==> src/rtl/dac712_update_sequencer_if.sv <==
// dac712_update_sequencer_if: sample handshake, clear request and DAC712 pin bundle.
interface dac712_update_sequencer_if;
    logic [15:0] in_data;
    logic        in_valid;
    logic        in_ready;
    logic        clr_req;
    logic [15:0] dac_data;
    logic [3:0]  ic_com;
    logic        wr_done;
    logic        clr_done;
    logic        busy;
    logic [15:0] update_count;
    modport master (
        output in_data, in_valid, clr_req,
        input  in_ready, dac_data, ic_com, wr_done, clr_done, busy, update_count
    );
    modport slave (
        input  in_data, in_valid, clr_req,
        output in_ready, dac_data, ic_com, wr_done, clr_done, busy, update_count
    );
endinterface

==> src/rtl/dac712_update_sequencer.sv <==
// dac712_update_sequencer: timed double-buffer write and clear sequencing for a DAC712.
module dac712_update_sequencer #(
    parameter int SETUP_CYC = 2,
    parameter int PULSE_CYC = 3,
    parameter int HOLD_CYC  = 1
) (
    input logic clk,
    input logic rst,
    dac712_update_sequencer_if.slave s
);
    typedef enum logic [2:0] {IDLE, SETUP, WR_IN, HOLD_IN, WR_DAC, HOLD_DAC, CLEAR, HOLD_CLR} state_t;
    state_t      state, state_n;
    logic [7:0]  cnt, cnt_n;
    logic        clr_pend, last, go_clr, accept;
    logic [15:0] data_q, upd_cnt;
    logic [3:0]  ic_q;
    logic        wr_done_q, clr_done_q;
    function automatic logic [7:0] dur(state_t st);
        case (st)
            SETUP:                     dur = 8'(SETUP_CYC - 1);
            WR_IN, WR_DAC, CLEAR:      dur = 8'(PULSE_CYC - 1);
            HOLD_IN, HOLD_DAC, HOLD_CLR: dur = 8'(HOLD_CYC - 1);
            default:                   dur = 8'd0;
        endcase
    endfunction
    // {A0_n, A1_n, WR_n, CLR_n}
    function automatic logic [3:0] com(state_t st);
        com = st == WR_IN ? 4'b0101 : st == WR_DAC ? 4'b1001 : st == CLEAR ? 4'b1110 : 4'b1111;
    endfunction
    assign s.in_ready     = state == IDLE && !clr_pend && !s.clr_req;
    assign s.dac_data     = data_q;
    assign s.ic_com       = ic_q;
    assign s.wr_done      = wr_done_q;
    assign s.clr_done     = clr_done_q;
    assign s.busy         = state != IDLE;
    assign s.update_count = upd_cnt;
    always_comb begin
        state_n = state;
        last    = cnt == 8'd0;
        go_clr  = state == IDLE && (clr_pend || s.clr_req);
        accept  = s.in_valid && s.in_ready;
        case (state)
            IDLE:     state_n = go_clr ? CLEAR : accept ? SETUP : IDLE;
            SETUP:    state_n = last ? WR_IN : SETUP;
            WR_IN:    state_n = last ? HOLD_IN : WR_IN;
            HOLD_IN:  state_n = last ? WR_DAC : HOLD_IN;
            WR_DAC:   state_n = last ? HOLD_DAC : WR_DAC;
            HOLD_DAC: state_n = last ? IDLE : HOLD_DAC;
            CLEAR:    state_n = last ? HOLD_CLR : CLEAR;
            HOLD_CLR: state_n = last ? IDLE : HOLD_CLR;
            default:  state_n = IDLE;
        endcase
        cnt_n = state_n != state ? dur(state_n) : cnt - 8'd1;
    end
    // ic_com is registered from the next state so the pins never see decode glitches
    always_ff @(posedge clk) begin
        if (rst) begin
            state      <= IDLE;
            cnt        <= 8'd0;
            clr_pend   <= 1'b0;
            data_q     <= 16'd0;
            upd_cnt    <= 16'd0;
            ic_q       <= 4'b1111;
            wr_done_q  <= 1'b0;
            clr_done_q <= 1'b0;
        end else begin
            state      <= state_n;
            cnt        <= cnt_n;
            clr_pend   <= !go_clr && (clr_pend || s.clr_req);
            data_q     <= go_clr ? 16'd0 : accept ? s.in_data : data_q;
            ic_q       <= com(state_n);
            wr_done_q  <= state == HOLD_DAC && last;
            clr_done_q <= state == HOLD_CLR && last;
            upd_cnt    <= upd_cnt + {15'd0, state == HOLD_DAC && last};
        end
    end
endmodule
==> src/flat_wrapper.sv <==
// flat-port wrapper written by rule: the top's interface ports become plain ports
module dac712_update_sequencer_flat 
#(
    parameter int SETUP_CYC = 2,
    parameter int PULSE_CYC = 3,
    parameter int HOLD_CYC  = 1
)
  (clk, rst, s_in_data, s_in_valid, s_clr_req, s_in_ready, s_dac_data, s_ic_com, s_wr_done, s_clr_done, s_busy, s_update_count);
  dac712_update_sequencer_if s_i ();
  input logic clk;
  input logic rst;
  input wire logic [$bits(s_i.in_data)-1:0] s_in_data;
  input wire logic [$bits(s_i.in_valid)-1:0] s_in_valid;
  input wire logic [$bits(s_i.clr_req)-1:0] s_clr_req;
  output wire logic [$bits(s_i.in_ready)-1:0] s_in_ready;
  output wire logic [$bits(s_i.dac_data)-1:0] s_dac_data;
  output wire logic [$bits(s_i.ic_com)-1:0] s_ic_com;
  output wire logic [$bits(s_i.wr_done)-1:0] s_wr_done;
  output wire logic [$bits(s_i.clr_done)-1:0] s_clr_done;
  output wire logic [$bits(s_i.busy)-1:0] s_busy;
  output wire logic [$bits(s_i.update_count)-1:0] s_update_count;
  assign s_i.in_data = s_in_data;
  assign s_i.in_valid = s_in_valid;
  assign s_i.clr_req = s_clr_req;
  assign s_in_ready = s_i.in_ready;
  assign s_dac_data = s_i.dac_data;
  assign s_ic_com = s_i.ic_com;
  assign s_wr_done = s_i.wr_done;
  assign s_clr_done = s_i.clr_done;
  assign s_busy = s_i.busy;
  assign s_update_count = s_i.update_count;
  dac712_update_sequencer #(.SETUP_CYC(SETUP_CYC), .PULSE_CYC(PULSE_CYC), .HOLD_CYC(HOLD_CYC)) u_core (.clk(clk), .rst(rst), .s(s_i));
endmodule
==> config.mk <==
export PLATFORM = sky130hd
export DESIGN_NAME = dac712_update_sequencer_flat
export DESIGN_NICKNAME = d
export VERILOG_FILES = /design/src/rtl/dac712_update_sequencer_if.sv /design/src/rtl/dac712_update_sequencer.sv /design/src/flat_wrapper.sv
export SDC_FILE = /design/constraint.sdc
export NUM_CORES = 1
export LEC_CHECK = 0
export CAP_MARGIN = 40
export CORE_UTILIZATION = 50
export DETAILED_ROUTE_END_ITERATION = 12
export PLACE_DENSITY = 0.83
export SLEW_MARGIN = 20
export SYNTH_ARGS = -nofsm -noshare
export SYNTH_HDL_FRONTEND = slang
export SYNTH_SLANG_ARGS = --single-unit
==> constraint.sdc <==
create_clock -name clk -period 6.1 [get_ports clk]
set_clock_uncertainty 0.05 [all_clocks]
set_input_delay 1.22 -clock clk [delete_from_list [all_inputs] [get_ports clk]]
set_output_delay 1.22 -clock clk [all_outputs]
set_load 0.01 [all_outputs]
* Word-level counts from Yosys, hierarchy flattened
Index checks and enable logic that the tools add are counted.
** Storage, ports and cells
- Register bits after elaboration :: 50
** Cells by class
- Add/subtract/negate cells :: 2
- Equality and inequality tests :: 12
- Muxes and demuxes :: 15
- Reduce and logical (&&, ||, !) cells :: 18
** Operators with widths (number)
- $pmux W3 S8 :: 1
- $eq A3 B3 Y1 const B :: 6
- $add A16 B1 Y16 :: 1
- $mux W3 :: 4
- $eq A3 B2 Y1 const B :: 3
- $logic_not A8 Y1 :: 1
- $mux W4 :: 2
- $mux W8 :: 1
- $sub A8 B1 Y8 const B :: 1
- $logic_and A1 B1 Y1 :: 7
- $eq A3 B1 Y1 const B :: 2
- $reduce_or A3 Y1 :: 2
- $mux W1 :: 5
- $pmux W2 S2 :: 1
- $reduce_or A2 Y1 :: 2
- $logic_not A1 Y1 :: 3
- $logic_not A3 Y1 :: 1
- $ne A3 B3 Y1 :: 1
- $reduce_bool A3 Y1 :: 1
- $mux W2 :: 1
- $logic_or A1 B1 Y1 :: 1

* Longest topological paths before layout
Gate-level depths: netlist (run 1).
- Depth after elaboration :: 11
- Mapped depth :: 13
- Depth with buffers taken out :: 12

* Worst setup path after synthesis (run 1)
Ideal clock, no wire load.
- Path type :: input to output
- Start point :: input s_clr_req
- End point :: output s_in_ready
- Arrival :: 1.673 ns
- Required time :: 4.830 ns
- Setup slack :: 3.157 ns
- Cell stages on the path :: 3
- Buffers on the path :: 0
- Cell sequence :: nor2_1 > nand2_1 > inv_1
** Between the ends
- Longest elaborated chain between the ends :: 2
** Ends and longest elaborated chain
- start: declaration :: line flat_wrapper.sv:14 : input wire logic [$bits(s_i.clr_req)-1:0] s_clr_req;
- $logic_not A1 Y1 :: line dac712_update_sequencer.sv:30 : assign s.in_ready = state == IDLE && !clr_pend && !s.clr_req;
- $logic_and A1 B1 Y1 :: line dac712_update_sequencer.sv:30
- end: declaration :: line flat_wrapper.sv:15 : output wire logic [$bits(s_i.in_ready)-1:0] s_in_ready;
Every way passes these cells.

* Final worst setup path (run 1)
Ends and elaborated chain as after synthesis.

==> results of run 1 <==
## synthesized netlist by cell type (2+ instances only)
cell / count / area [um2]
dfxtp_1: 50 / 1000
nand2_1: 42 / 158
nor2_1: 33 / 124
a21oi_1: 19 / 95.1
xor2_1: 14 / 123
nand3_1: 8 / 40.0
xnor2_1: 8 / 70.1
clkbuf_1: 7 / 26.3
inv_1: 6 / 22.5
nand4_1: 6 / 37.5
nor3_1: 6 / 30.0
and3_1: 4 / 25.0
ha_1: 4 / 50.1
nor2b_1: 4 / 25.0
o21ai_0: 4 / 20.0
buf_2: 3 / 15.0
buf_4: 2 / 15.0
nor4_1: 2 / 12.5
## cell type report
class | count | share of cell area
Clock inverter | 1 | 0.00182
Multi-Input combinational cell | 172 | 0.353
Sequential cell | 50 | 0.364
Inverter | 6 | 0.00818
Clock buffer | 7 | 0.0314
Tap cell | 48 | 0.0218
Timing Repair Buffer | 60 | 0.220
## kinds of logic (layout without fill, tap and decap cells)
group | Yosys count | count (layout) | synth area share
AND/OR/NAND/NOR | 116 | 116 | 0.268
flip-flops | 50 | 50 | 0.487
AO/OA/AOI/OAI | 30 | 30 | 0.0870
XOR/XNOR | 22 | 22 | 0.0937
buffers and inverters | 19 | 74 | 0.0407
adder cells (fa/ha/maj) | 4 | 4 | 0.0243
## final timing paths
check	end	slack (ns)	cells past startpoint
setup reg to reg	u_core.s.update_count[14]	3.48	12
setup / recovery	s_in_ready	2.13	5
hold reg to reg	u_core.s.dac_data[3]	0.41	2
hold / removal	u_core.s.dac_data[3]	0.41	2
## sequential cells by signal, indices dropped and copies added (netlist names)
signal	flops
u_core.s.dac_data	16
u_core.s.update_count	16
u_core.cnt	8
u_core.s.ic_com	4
u_core.state	3
u_core.clr_pend	1
u_core.s.clr_done	1
u_core.s.wr_done	1
## per-layer routing
metal | track usage | share of wire | vias to the layer above
met2 | 0.346 | 0.46 | 48
met1 | 0.258 | 0.47 | 789
met4 | 0.0612 | 0.0081 | 0
met5 | 0 | 0 | -
met3 | 0.0569 | 0.066 | 4
li1 | - | - | 901
## power groups by stage
stage / sequential, mW / clock (mW) / combinational [mW]
3_3_place_gp: 0.429 / 0 / 0.382
5_1_grt: 0.431 / 0.213 / 0.437
6_report: 0.424 / 0.193 / 0.391
3_5_place_dp: 0.431 / 0 / 0.391
4_1_cts: 0.424 / 0.199 / 0.393
2_1_floorplan: 0.418 / 0 / 0.299
## worst max-delay path, cell delays in order
cell and delay (ns):
clkdlybuf4s50_1 0.40, nor2_1 0.32, nand2_1 0.12, inv_1 0.09
clkdlybuf4s50_1 0.55
==> impl_summary.txt, run 1 <==
----------------------------------------------------
[Outcome]
  Outcome ... finished clean

[Critical path]
  Worst R2R Start ... u_core.cnt[0]
  WP data arrival ... 2.70 ns
  Crit path max fanout ... 7
  Startpoint kind of the worst setup timing path ... input port
  Required @ worst endpoint ... 4.83 ns
  Crit end category ... output pin
  Type of the setup path with the least slack ... input port to output pin
  Crit. Startpoint ... s_clr_req

[Power]
  Clock share of power ... 0.191
  Total power consumption of the routed design ... 1.01 mW
  Total net switching power ... 0.353 mW
  Lkg Pwr ... 1.02 nW
  Switching fraction of total power ... 0.351
  Pwr per Cell Area ... 366 nW/um2
  Sequential cell fraction of total power ... 0.421
  Cell-internal power ... 0.654 mW
  VDD IR max ... 0.236 mV
  Combinational Power Share ... 0.388

[Timing]
  Final hold violation count ... 0
  Achievable clock frequency ... 252 MHz
  Slew Viols, Final ... 0
  Hold slack final ... 0.406 ns
  Post-route minimum period ... 3.97 ns
  Post-Route Setup TNS ... 0 ns
  Slew at the pin closest to its max-slew limit ... 0.663 ns
  Worst slew margin relative to its limit ... 0.557
  Worst-case setup margin in the final layout ... 2.13 ns
  Tcrit/Tclk final ... 0.651
  Final setup violation count ... 0
  RSZ-0062 raised after global routing ... no

[Worst hold path]
  Beginning of the worst hold path ... u_core.s.dac_data[3]
  Path class of the lowest-slack min-delay path ... flip-flop to flip-flop

[Global routing]
  Global-route usage over all layers ... 0.207
  Pin count of the biggest net entering global routing ... 19
  Total congestion overflow ... 0
  Via count of the first global-routing pass ... 1,577
  Wire length of the first global-routing pass ... 6930 um
  Antenna violations before repair ... 0

[Routing]
  Post-detailed-route via-to-cell ratio ... 5.06
  Drt first pass iters ... 4
  Drt drc ... 0
  Remaining antenna violation count ... 0
  Violation count after the first detailed-routing iteration ... 103
  Routed length per instance ... 12.2 um
  Vias ... 1,742
  Post-Route WL ... 4210 um

[Placed design]
  Port buffer count ... 59
  Setup slack after placement ... 2.14 ns
  Hpwl dp ... 3030 um
  Area post-placement ... 2660 um2
  Final weighted congestion in routability-driven placement ... 0.821
  # placed instances ... 336

[Die]
  I/O pin count ... 60
  Width of the die ... 66.1 um
  Die area ... 4370 um2
  Area of the core region ... 3800 um2
  Vert. Die Dim ... 66.1 um
  Floorplan row count ... 22
  Initial Utilization ... 0.542

[Logic synthesis]
  Register bit count reported by yosys ... 50
  Fraction of the yosys area taken by sequential cells ... 0.487
  Number of distinct standard cells referenced by the synthesized netlist ... 37
  Post-synthesis instance total ... 241
  Flip-flop cell with the highest count after synthesis ... dfxtp_1
  Post-synth EDFFs ... 0
  Post-Syn Nets ... 265
  Average instance area after synthesis ... 8.54 um2
  Mapped Area ... 2060 um2
  Share of flip-flops with an asynchronous set or reset ... 0
  Count of yosys warnings during synthesis ... 0

[Cells and area]
  Non-filler instance count after layout ... 344
  Syn-to-layout area delta ... 33.8%
  Filler instances ... 314
  Post-layout net count ... 319
  Final standard cell utilization of the core ... 0.725
  Post-Layout Inst Area ... 2750 um2
  Fraction of final layout cells sized beyond drive strength 1 ... 0.0574
  Antenna cell count ... 0
  Multi-input gate area in the final layout ... 972 um2
  Commonest non-fill, non-tap cells in the layout ... clkdlybuf4s50_1, dfxtp_1, nand2_1
  Commonest non-fill, non-tap cell in the layout ... clkdlybuf4s50_1
  FF/Latch Area ... 1000 um2

[CTS]
  Setup bufs post-CTS ... 0
  CTS root buf ... clkbuf_8
  Buffer depth of the longest clock path ... 2
  CTS clock-pin slew for the worst setup and hold paths ... 0.08 ns
  H-tree levels ... 2
  Clock network latency to the later pin of the worst-skew pair ... 0.29 ns
  TritonCTS clock tree ... built
  Number of buffers added by the clock tree synthesis step ... 5
  Post-CTS Hold Fix Bufs ... 0
  Post-cts gate resize count ... 0
  Number of sinks driven by the clock tree ... 50

[Run]
  Max-Cap Viols ... 0

----------------------------------------------------
Note: power is estimated with default switching activity, not from simulation.
==> inputs of run 2 (changes only) <==
- CORE_UTILIZATION: 50 -> 42
- PLACE_DENSITY: 0.83 -> 0.74
- clock period: 6.1 -> 3.2 ns (I/O delays scaled with it)
==> impl_summary.txt, run 2 (synthesis gave the netlist of run 1 again) <==
----------------------------------------------------
[Critical path]
  Required @ worst endpoint ... 2.51 ns (was 4.83 ns)
  Reg-to-Reg End ... u_core.s.update_count[10] (was u_core.s.update_count[14])
  Setup slack of the worst register-to-register path ... 0.56 ns (was 3.48 ns)
  Type of the setup path with the least slack ... input port to output pin (unchanged)
  Highest-delay cell along the critical path ... clkdlybuf4s50_1 (unchanged)
  Largest stage delay, worst path ... 0.55 ns (about the same)
  Delay-heaviest family, CP ... buffers and inverters (unchanged)
  WP data arrival ... 2.16 ns (was 2.70 ns)
  Startpoint kind of the worst setup timing path ... input port (unchanged)
  Crit path max fanout ... 7 (unchanged)
  Number of buffers and inverters on the critical path ... 3 (unchanged)
  Most frequent cell on the critical path ... clkdlybuf4s50_1 (unchanged)
  Worst R2R Start ... u_core.cnt[0] (unchanged)
  Crit end category ... output pin (unchanged)
  Series of cell instances along the critical path ... clkdlybuf4s50_1 > nor2_1 > nand2_1 > inv_1 > clkdlybuf4s50_1 (unchanged)
  Cell depth of the worst flop-to-flop path ... 12 (unchanged)

[Outcome]
  Outcome ... finished clean (unchanged)

[Timing]
  Post-Route Setup TNS ... 0 ns (unchanged)
  Final setup violation count ... 0 (unchanged)
  Achievable clock frequency ... 351 MHz
  Slew at the pin closest to its max-slew limit ... 0.688 ns (was 0.663 ns)
  Tcrit/Tclk final ... 0.891
  RSZ-0062 raised after global routing ... no (unchanged)
  Final hold violation count ... 0 (unchanged)
  Hold slack final ... 0.404 ns (was 0.406 ns)
  Post-route minimum period ... 2.85 ns
  Slew Viols, Final ... 0 (unchanged)
  Worst slew margin relative to its limit ... 0.540 (was 0.557)

[Die]
  Initial Utilization ... 0.435 (was 0.542)
  Area of the core region ... 4720 um2 (was 3800 um2)
  Floorplan row count ... 25 (was 22)
  Die area ... 5180 um2 (was 4370 um2)
  Vert. Die Dim ... 72.0 um (was 66.1 um)
  Width of the die ... 72.0 um (was 66.1 um)
  I/O pin count ... 60 (unchanged)

[CTS]
  H-tree levels ... 2 (unchanged)
  Number of buffers added by the clock tree synthesis step ... 5 (unchanged)
  Setup bufs post-CTS ... 0 (unchanged)
  Post-cts gate resize count ... 0 (unchanged)
  Clock network latency to the later pin of the worst-skew pair ... 0.30 ns (was 0.29 ns)
  CTS clock-pin slew for the worst setup and hold paths ... 0.08 ns (about the same)
  TritonCTS clock tree ... built (unchanged)
  CTS root buf ... clkbuf_8 (unchanged)
  Buffer depth of the longest clock path ... 2 (unchanged)
  Post-CTS Hold Fix Bufs ... 0 (unchanged)
  Number of sinks driven by the clock tree ... 50 (unchanged)

[Cells and area]
  Post-layout net count ... 320 (was 319)
  Commonest non-fill, non-tap cells in the layout ... clkdlybuf4s50_1, dfxtp_1, nand2_1 (unchanged)
  Commonest non-fill, non-tap cell in the layout ... clkdlybuf4s50_1 (unchanged)
  Post-Layout Inst Area ... 2800 um2 (was 2750 um2)
  Syn-to-layout area delta ... 36.0% (was 33.8%)
  Antenna cell count ... 0 (unchanged)
  Fraction of final layout cells sized beyond drive strength 1 ... 0.0608 (was 0.0574)

[Worst hold path]
  Beginning of the worst hold path ... u_core.s.dac_data[8] (was u_core.s.dac_data[3])
  Path class of the lowest-slack min-delay path ... flip-flop to flip-flop (unchanged)
  Instance count along the most critical hold path ... 2 (unchanged)
  Hold Path End ... u_core.s.dac_data[8] (was u_core.s.dac_data[3])

[Routing]
  Drt drc ... 0 (unchanged)
  Post-detailed-route via-to-cell ratio ... 4.80 (was 5.06)
  Routed length per instance ... 11.5 um (was 12.2 um)
  Remaining antenna violation count ... 0 (unchanged)
  Violation count after the first detailed-routing iteration ... 65 (was 103)
  Drt first pass iters ... 4 (unchanged)
  Vias ... 1,742 (unchanged)
  Post-Route WL ... 4180 um (was 4210 um)

[Placed design]
  Port buffer count ... 59 (unchanged)
  Hpwl dp ... 2900 um (was 3030 um)
  Final weighted congestion in routability-driven placement ... 0.851 (was 0.821)
  Area post-placement ... 2690 um2 (was 2660 um2)

[Global routing]
  Wire length of the first global-routing pass ... 6780 um (was 6930 um)
  Pin count of the biggest net entering global routing ... 19 (unchanged)
  Via count of the first global-routing pass ... 1,565 (was 1,577)
  Total congestion overflow ... 0 (unchanged)
  Antenna violations before repair ... 0 (unchanged)
  Global-route usage over all layers ... 0.168 (was 0.207)

[Power]
  Lkg Pwr ... 1.03 nW (was 1.02 nW)
  Pwr per Cell Area ... 717 nW/um2 (was 366 nW/um2)
  VDD IR max ... 0.311 mV (was 0.236 mV)

[Run]
  Max-Cap Viols ... 0 (unchanged)

----------------------------------------------------
-- run 2: changes by cell type in the layout (fill, tap and decap cells not counted), sizes merged --
cell and change:
buf +1, bufinv +1, clkbuf -1, clkinv -1
-- run 2: area by class of cell --
class / instances / area (um2)
clock buffer: 6 / 82.6
clock inverter: 1 / 30.0
fill: 445 / 1930
inverter: 6 / 22.5
multi-input combinational: 172 / 972
sequential: 50 / 1000
tap: 67 / 83.8
timing repair buffer: 61 / 606
-- run 2: where the power goes --
| group | switching [mW] | total (mW) | internal [mW] |
|---|---|---|---|
| Sequential | 0.0953 | 0.808 | 0.713 |
| Clock | 0.199 | 0.449 | 0.250 |
| Combinational | 0.388 | 0.749 | 0.361 |
-- run 2: worst max path at each step --
stage | endpoint | from | cells after the start | slack [ns]
3_3_place_gp | s_in_ready | s_clr_req | 5 | 0.42
4_1_cts | s_in_ready | s_clr_req | 5 | 0.38
6_report | s_in_ready | s_clr_req | 5 | 0.35
2_1_floorplan | u_core.s.update_count[6] | u_core.cnt[0] | 13 | 0.83
3_5_place_dp | s_in_ready | s_clr_req | 5 | 0.39
5_1_grt | s_in_ready | s_clr_req | 5 | 0.30
-- run 2: stage by stage --
| step | utilization | worst slack [ns] | cells | power [mW] |
|---|---|---|---|---|
| after floorplan | - | 0.829 | 241 | 1.37 |
| after global placement | 0.568 | 0.423 | 356 | 1.56 |
| after detailed placement | 0.568 | 0.386 | 356 | 1.57 |
| after CTS | 0.592 | 0.383 | 363 | 2.03 |
| after global routing | 0.592 | 0.300 | 363 | 2.14 |
| final | 0.592 | 0.347 | 363 | 2.01 |
-- run 2: worst min-delay path: cells and delay by family (launching register included) --
| family | cells | cell delay [ns] |
|---|---|---|
| and+or+nand+nor | 1 | 0.05 |
| DFF | 1 | 0.31 |
| AOI/OAI and AO/OA | 1 | 0.05 |
-- run 2: metal layers --
| metal | up-vias | GRT usage | part of all wire |
|---|---|---|---|
| met5 | - | 0 | 0 |
| met4 | 0 | 0.0850 | 0.019 |
| met3 | 7 | 0.0333 | 0.049 |
| met2 | 45 | 0.287 | 0.46 |
| met1 | 785 | 0.201 | 0.47 |
| li1 | 905 | - | - |
==> variant 1, RTL diff (settings of run 2) <==
The 8 states of `state_t` get a one-hot encoding in 8 bits.
--- a/src/rtl/dac712_update_sequencer.sv
+++ b/src/rtl/dac712_update_sequencer.sv
@@ -8,7 +8,7 @@
     input logic rst,
     dac712_update_sequencer_if.slave s
 );
-    typedef enum logic [2:0] {IDLE, SETUP, WR_IN, HOLD_IN, WR_DAC, HOLD_DAC, CLEAR, HOLD_CLR} state_t;
+    typedef enum logic [7:0] {IDLE = 8'b00000001, SETUP = 8'b00000010, WR_IN = 8'b00000100, HOLD_IN = 8'b00001000, WR_DAC = 8'b00010000, HOLD_DAC = 8'b00100000, CLEAR = 8'b01000000, HOLD_CLR = 8'b10000000} state_t;
     state_t      state, state_n;
     logic [7:0]  cnt, cnt_n;
     logic        clr_pend, last, go_clr, accept;
Formal check against the unedited RTL: same outputs for any inputs over 10 cycles, from zero or initial values and one cycle with rst high; not proved beyond that.
==> variant 1 against run 2 <==
Design area up 13%. Core utilization down 2.5 points. Routed wire length up 25%. Sequential share of layout area is 0.98 points lower. Synthesized area increased by 19%. Highest routed layer unchanged. Critical endpoint unchanged. Largest cell class is now multi-input gates. Setup slack improved by 0.13 ns. Cell count up 14%. Sequential cell count up 5. Power is 21% higher. Largest power group is now combinational cells.
==> variant 1: results (changes against run 2) <==
metric,value,unit,change
gp_congestion,0.820,,was 0.851
crit_fanout,9,,was 7
drt_wl_total,5220,um,was 4180 um
cts-root-buf,clkbuf_8,,unchanged
place_area,3070,um2,was 2690 um2
antenna_found_initial,0,,unchanged
place_hpwl,3710,um,was 2900 um
post-cts-setup-buffer-count,0,,unchanged
viasPerCell,5.15,,was 4.80
synthTopCellsByCount,"dfxtp_1 (55), nand2_1 (46), nor2_1 (35)",,"was dfxtp_1 (50), nand2_1 (42), nor2_1 (33)"
syn-num-nets,315,,was 265
peakVddDrop,350,uV,was 311 uV
nFillCells,519,,was 445
relSlewSlack,53.4,%,was 54.0%
cts.reportedPaths.clkPinSlew,0.10,ns,was 0.08 ns
drive_above_1_share,4.96,%,was 6.08%
cpMaxStageDelayCell,clkdlybuf4s50_1,,unchanged
worstHoldStart,u_core.s.dac_data[5],,was u_core.s.dac_data[8]
ff2ff_setup_slack,0.65,ns,was 0.56 ns
yosysWarnings,0,,unchanged
netlist_top_cells_area,"dfxtp_1 (45%), nand2_1 (7.0%), xor2_1 (5.7%)",,"was dfxtp_1 (49%), nand2_1 (7.7%), nor2_1 (6.0%)"
reg2reg_depth,6,,was 12
min_to,u_core.s.dac_data[5],,was u_core.s.dac_data[8]
hp-class,reg2reg,,unchanged
hold_depth,2,,unchanged
cpPeakStageDelay,0.53,ns,was 0.55 ns
n_antenna_cell,0,,unchanged
status,finished clean,,unchanged
grt_pass1_vias,2043,,was 1565
r2r-end,u_core.cnt[1],,was u_core.s.update_count[10]
critical_path_arrival,2.03,ns,was 2.16 ns
track_usage,18.0,%,was 16.8%
ys_types,45,,was 37
clk_latency,0.31,ns,
grt_start_max_net_pins,30,,was 19
cts_buffer_depth,2,,unchanged
drtPass1Iterations,4,,unchanged
async_flop_share,0,%,unchanged
max_freq,367,MHz,was 351 MHz
power.leakage,0.00116,uW,was 0.00103 uW
htreeDepth,2,,unchanged
ys_seq_area_share,44.9,%,was 48.7%
numCtsBuffers,5,,unchanged
first_iter_violations,124,,was 65
cts_resized,0,,unchanged
crit_start,u_core.state[1],,was s_clr_req
grt_pass1_wl,8880,um,was 6780 um
nNetsFinal,366,,was 320
port_buffers,59,,unchanged
variant 1: cell types whose count changed in the layout (fill, tap and decap cells not counted), moves of 3 or more:
cell	run 2	this run
a21oi_1	19	23
nand4_1	6	3
nor4_1	2	6
nor3_1	6	10
nand2_1	42	46
and2_1	0	4
dfxtp_1	50	55
nand2b_1	1	4
variant 1: how the worst max path moves through the flow:
stage,to,slack [ns],cells after the start
finish,s_in_ready,0.48,4
global route,s_in_ready,0.26,4
CTS,s_in_ready,0.46,4
detailed placement,s_in_ready,0.52,5
global placement,s_in_ready,0.55,5
floorplan,u_core.cnt[1],0.73,8
variant 1: stage by stage:
stage	worst slack (ns)	std cells	hold WS, ns
3_5_place_dp	0.521	407	0.396
3_3_place_gp	0.553	407	0.391
6_report	0.476	415	0.410
2_1_floorplan	0.735	291	0.415
5_1_grt	0.262	415	0.428
4_1_cts	0.463	415	0.411
variant 1: power breakdown:
group          switching (uW)  internal, uW
combinational             636           507
clock                     245           163
sequential               88.8           782
total                     970          1450
variant 1: critical path, delay by kind of cell, from the launching register on:
family                 cells  cell delay (ns)
buffers and inverters      2             0.63
AND/OR/NAND/NOR            2             0.68
flip-flops                 1             0.41
variant 1: layout make-up:
cell class / instances / area (um2) / area share (%)
inverter: 6 / 22.5 / 0.712
sequential: 55 / 1100 / 34.8
tap: 72 / 90.1 / 2.85
timing repair buffer: 62 / 613 / 19.4
clock inverter: 3 / 27.5 / 0.870
clock buffer: 5 / 68.8 / 2.17
multi-input combinational: 212 / 1240 / 39.2
variant 1: metal layers:
layer	up-vias	GRT usage, %	part of all wire [%]
met1	971	21.7	45
met5	-	0	0
met3	6	6.51	9.1
met4	0	5.56	0.90
li1	1087	-	-
met2	73	29.8	45
variant 1: logic make-up after synthesis:
kind of cell	synth area share (%)
DFF	44.9
xor gates and xnor gates	8.58
buffers and inverters	4.44
muxes	1.02
adders and majority gates	2.50
and+or+nand+nor	27.4
AOI/OAI and AO/OA	11.2
==> variant 2, RTL diff (flow settings as in run 2) <==
Without the edit above. `HOLD_CYC` is set to 1 in 2 places; all go to 0.
--- a/src/rtl/dac712_update_sequencer.sv
+++ b/src/rtl/dac712_update_sequencer.sv
@@ -2,7 +2,7 @@
 module dac712_update_sequencer #(
     parameter int SETUP_CYC = 2,
     parameter int PULSE_CYC = 3,
-    parameter int HOLD_CYC  = 1
+    parameter int HOLD_CYC  = 0
 ) (
     input logic clk,
     input logic rst,
--- a/src/flat_wrapper.sv
+++ b/src/flat_wrapper.sv
@@ -3,7 +3,7 @@
 #(
     parameter int SETUP_CYC = 2,
     parameter int PULSE_CYC = 3,
-    parameter int HOLD_CYC  = 1
+    parameter int HOLD_CYC  = 0
 )
   (clk, rst, s_in_data, s_in_valid, s_clr_req, s_in_ready, s_dac_data, s_ic_com, s_wr_done, s_clr_done, s_busy, s_update_count);
   dac712_update_sequencer_if s_i ();
Behaviour: not the same (Yosys sat finds a counterexample within 10 cycles, from zero or initial values and one cycle with rst high).
==> variant 2 against run 2 <==
Power rose by 1.2%. Sequential cell count stayed put. Sequential share of layout area shrank 0.57 points. Setup slack lost 0.040 ns. Design area increased by 1.6%. First-iteration DRC count is 52% higher. Hold slack gained 0.0015 ns. Register-to-register slack worse by 0.25 ns. Routed wire length is 13% higher. Cell count up 1.4%. Synthesized area up 2.1%.
==> variant 2: results (changes against run 2) <==
metric,value,unit,change
grt_pass1_wl,7610,um,was 6780 um
track_usage,18.5,%,was 16.8%
crit_fanout,5,,was 7
finalPower,2030,uW,was 2010 uW
async_flop_share,0,%,unchanged
syn-num-nets,270,,was 265
nFillCells,456,,was 445
ys_types,39,,was 37
peakVddDrop,306,uV,was 311 uV
ys_seq_area_share,47.6,%,was 48.7%
netlist_instances,246,,was 241
seqCellArea,1000,um2,unchanged
synthTopCellsByCount,"dfxtp_1 (50), nand2_1 (36), a21oi_1 (25)",,"was dfxtp_1 (50), nand2_1 (42), nor2_1 (33)"
synth_flop_cell,dfxtp_1,,unchanged
power.leakage,0.00100,uW,was 0.00103 uW
p_clk_share,21.1,%,was 22.4%
wl_met1,2080,um,was 1950 um
met3_usage,4.56,%,was 3.33%
power_frac_comb,38.4,%,was 37.3%
grt_util_met1,23.5,%,was 20.1%
grt_pass1_vias,1714,,was 1565
nNetsFinal,324,,was 320
numCtsBuffers,5,,unchanged
hp-class,reg2reg,,unchanged
relSlewSlack,46.3,%,was 54.0%
p_sw,730,uW,was 682 uW
fin_cells,368,,was 363
cpPeakStageDelay,0.51,ns,was 0.55 ns
met2_usage,30.3,%,was 28.7%
viasPerCell,5.07,,was 4.80
status,finished clean,,unchanged
gp_congestion,0.804,,was 0.851
yosysWarnings,0,,unchanged
port_buffers,59,,unchanged
clk_latency,0.30,ns,about the same
critical_path_arrival,3.08,ns,was 2.16 ns
dp_cells,360,,was 356
first_iter_violations,99,,was 65
htreeDepth,2,,unchanged
post_drt_wl_per_cell,12.8,um,was 11.5 um
cts_buffer_depth,2,,unchanged
grt_start_max_net_pins,27,,was 19
n_antenna_cell,0,,unchanged
drv_cap,0,,unchanged
antenna_found_initial,0,,unchanged
cpMaxStageDelayCell,or3b_2,,was clkdlybuf4s50_1
met2WireLength,2270,um,was 1940 um
cts-root-buf,clkbuf_8,,unchanged
drtPass1Iterations,4,,unchanged
place_hpwl,3390,um,was 2900 um
place_area,2730,um2,was 2690 um2
top_layer_used,met4,,unchanged
wl_met3,299,um,was 205 um
drive_above_1_share,5.32,%,was 6.08%
netlist_top_cells_area,"dfxtp_1 (48%), nand2_1 (6.4%), a21oi_1 (6.0%)",,"was dfxtp_1 (49%), nand2_1 (7.7%), nor2_1 (6.0%)"
cts.reportedPaths.clkPinSlew,0.08,ns,about the same
## variant 2: changes by cell type after synthesis, sizes merged, moves of 4 or more
cell          run 2  this run
nor2             34        19
nand2            42        36
or3               1         6
xor2             14        10
a21oi            19        25
## variant 2: final timing paths
path,from,end,slack (ns),depth (start not counted)
min reg2reg,u_core.s.dac_data[12],u_core.s.dac_data[12],0.41,2
max,u_core.cnt[0],u_core.s.update_count[14],0.31,12
max reg2reg,u_core.cnt[0],u_core.s.update_count[14],0.31,12
min,u_core.s.dac_data[12],u_core.s.dac_data[12],0.41,2
## variant 2: kinds of logic (layout without fill, tap and decap cells)
kind of cell,after synthesis,after routing,synth area share [%]
DFF,50,50,47.6
buffers and inverters,21,76,4.23
adders and majority gates,4,4,2.38
xor gates and xnor gates,16,16,6.67
AOI/OAI and AO/OA,45,45,12.9
and+or+nand+nor,110,110,26.2
## variant 2: repair_timing
item | CTS | global route
resized for setup | 0 | 1
setup endpoints to repair | 0 | 1
setup buffers | 0 | 0
## variant 2: metrics by stage
step / setup WS, ns / hold WS (ns)
after floorplan: 0.468 / 0.431
after detailed placement: 0.204 / 0.396
after CTS: 0.180 / 0.408
final: 0.307 / 0.406
after global placement: 0.302 / 0.392
after global routing: 0.0224 / 0.429
## variant 2: worst max-delay path, delay by kind of cell, from the launching register on
kind,cells,cell delay [ns]
AO/OA/AOI/OAI,1,0.14
adder cells (fa/ha/maj),3,0.52
buffers and inverters,1,0.09
flip-flops,1,0.32
AND/OR/NAND/NOR,7,1.70
## variant 2: area by class of cell
class                   count  area share [%]
clock buffers               7            2.68
flip-flops and latches     50            35.2
repair buffers             62            21.6
multi-input cells         175            35.7
clock inverters             1            1.06
well taps                  67            2.95
inverters                   6           0.792
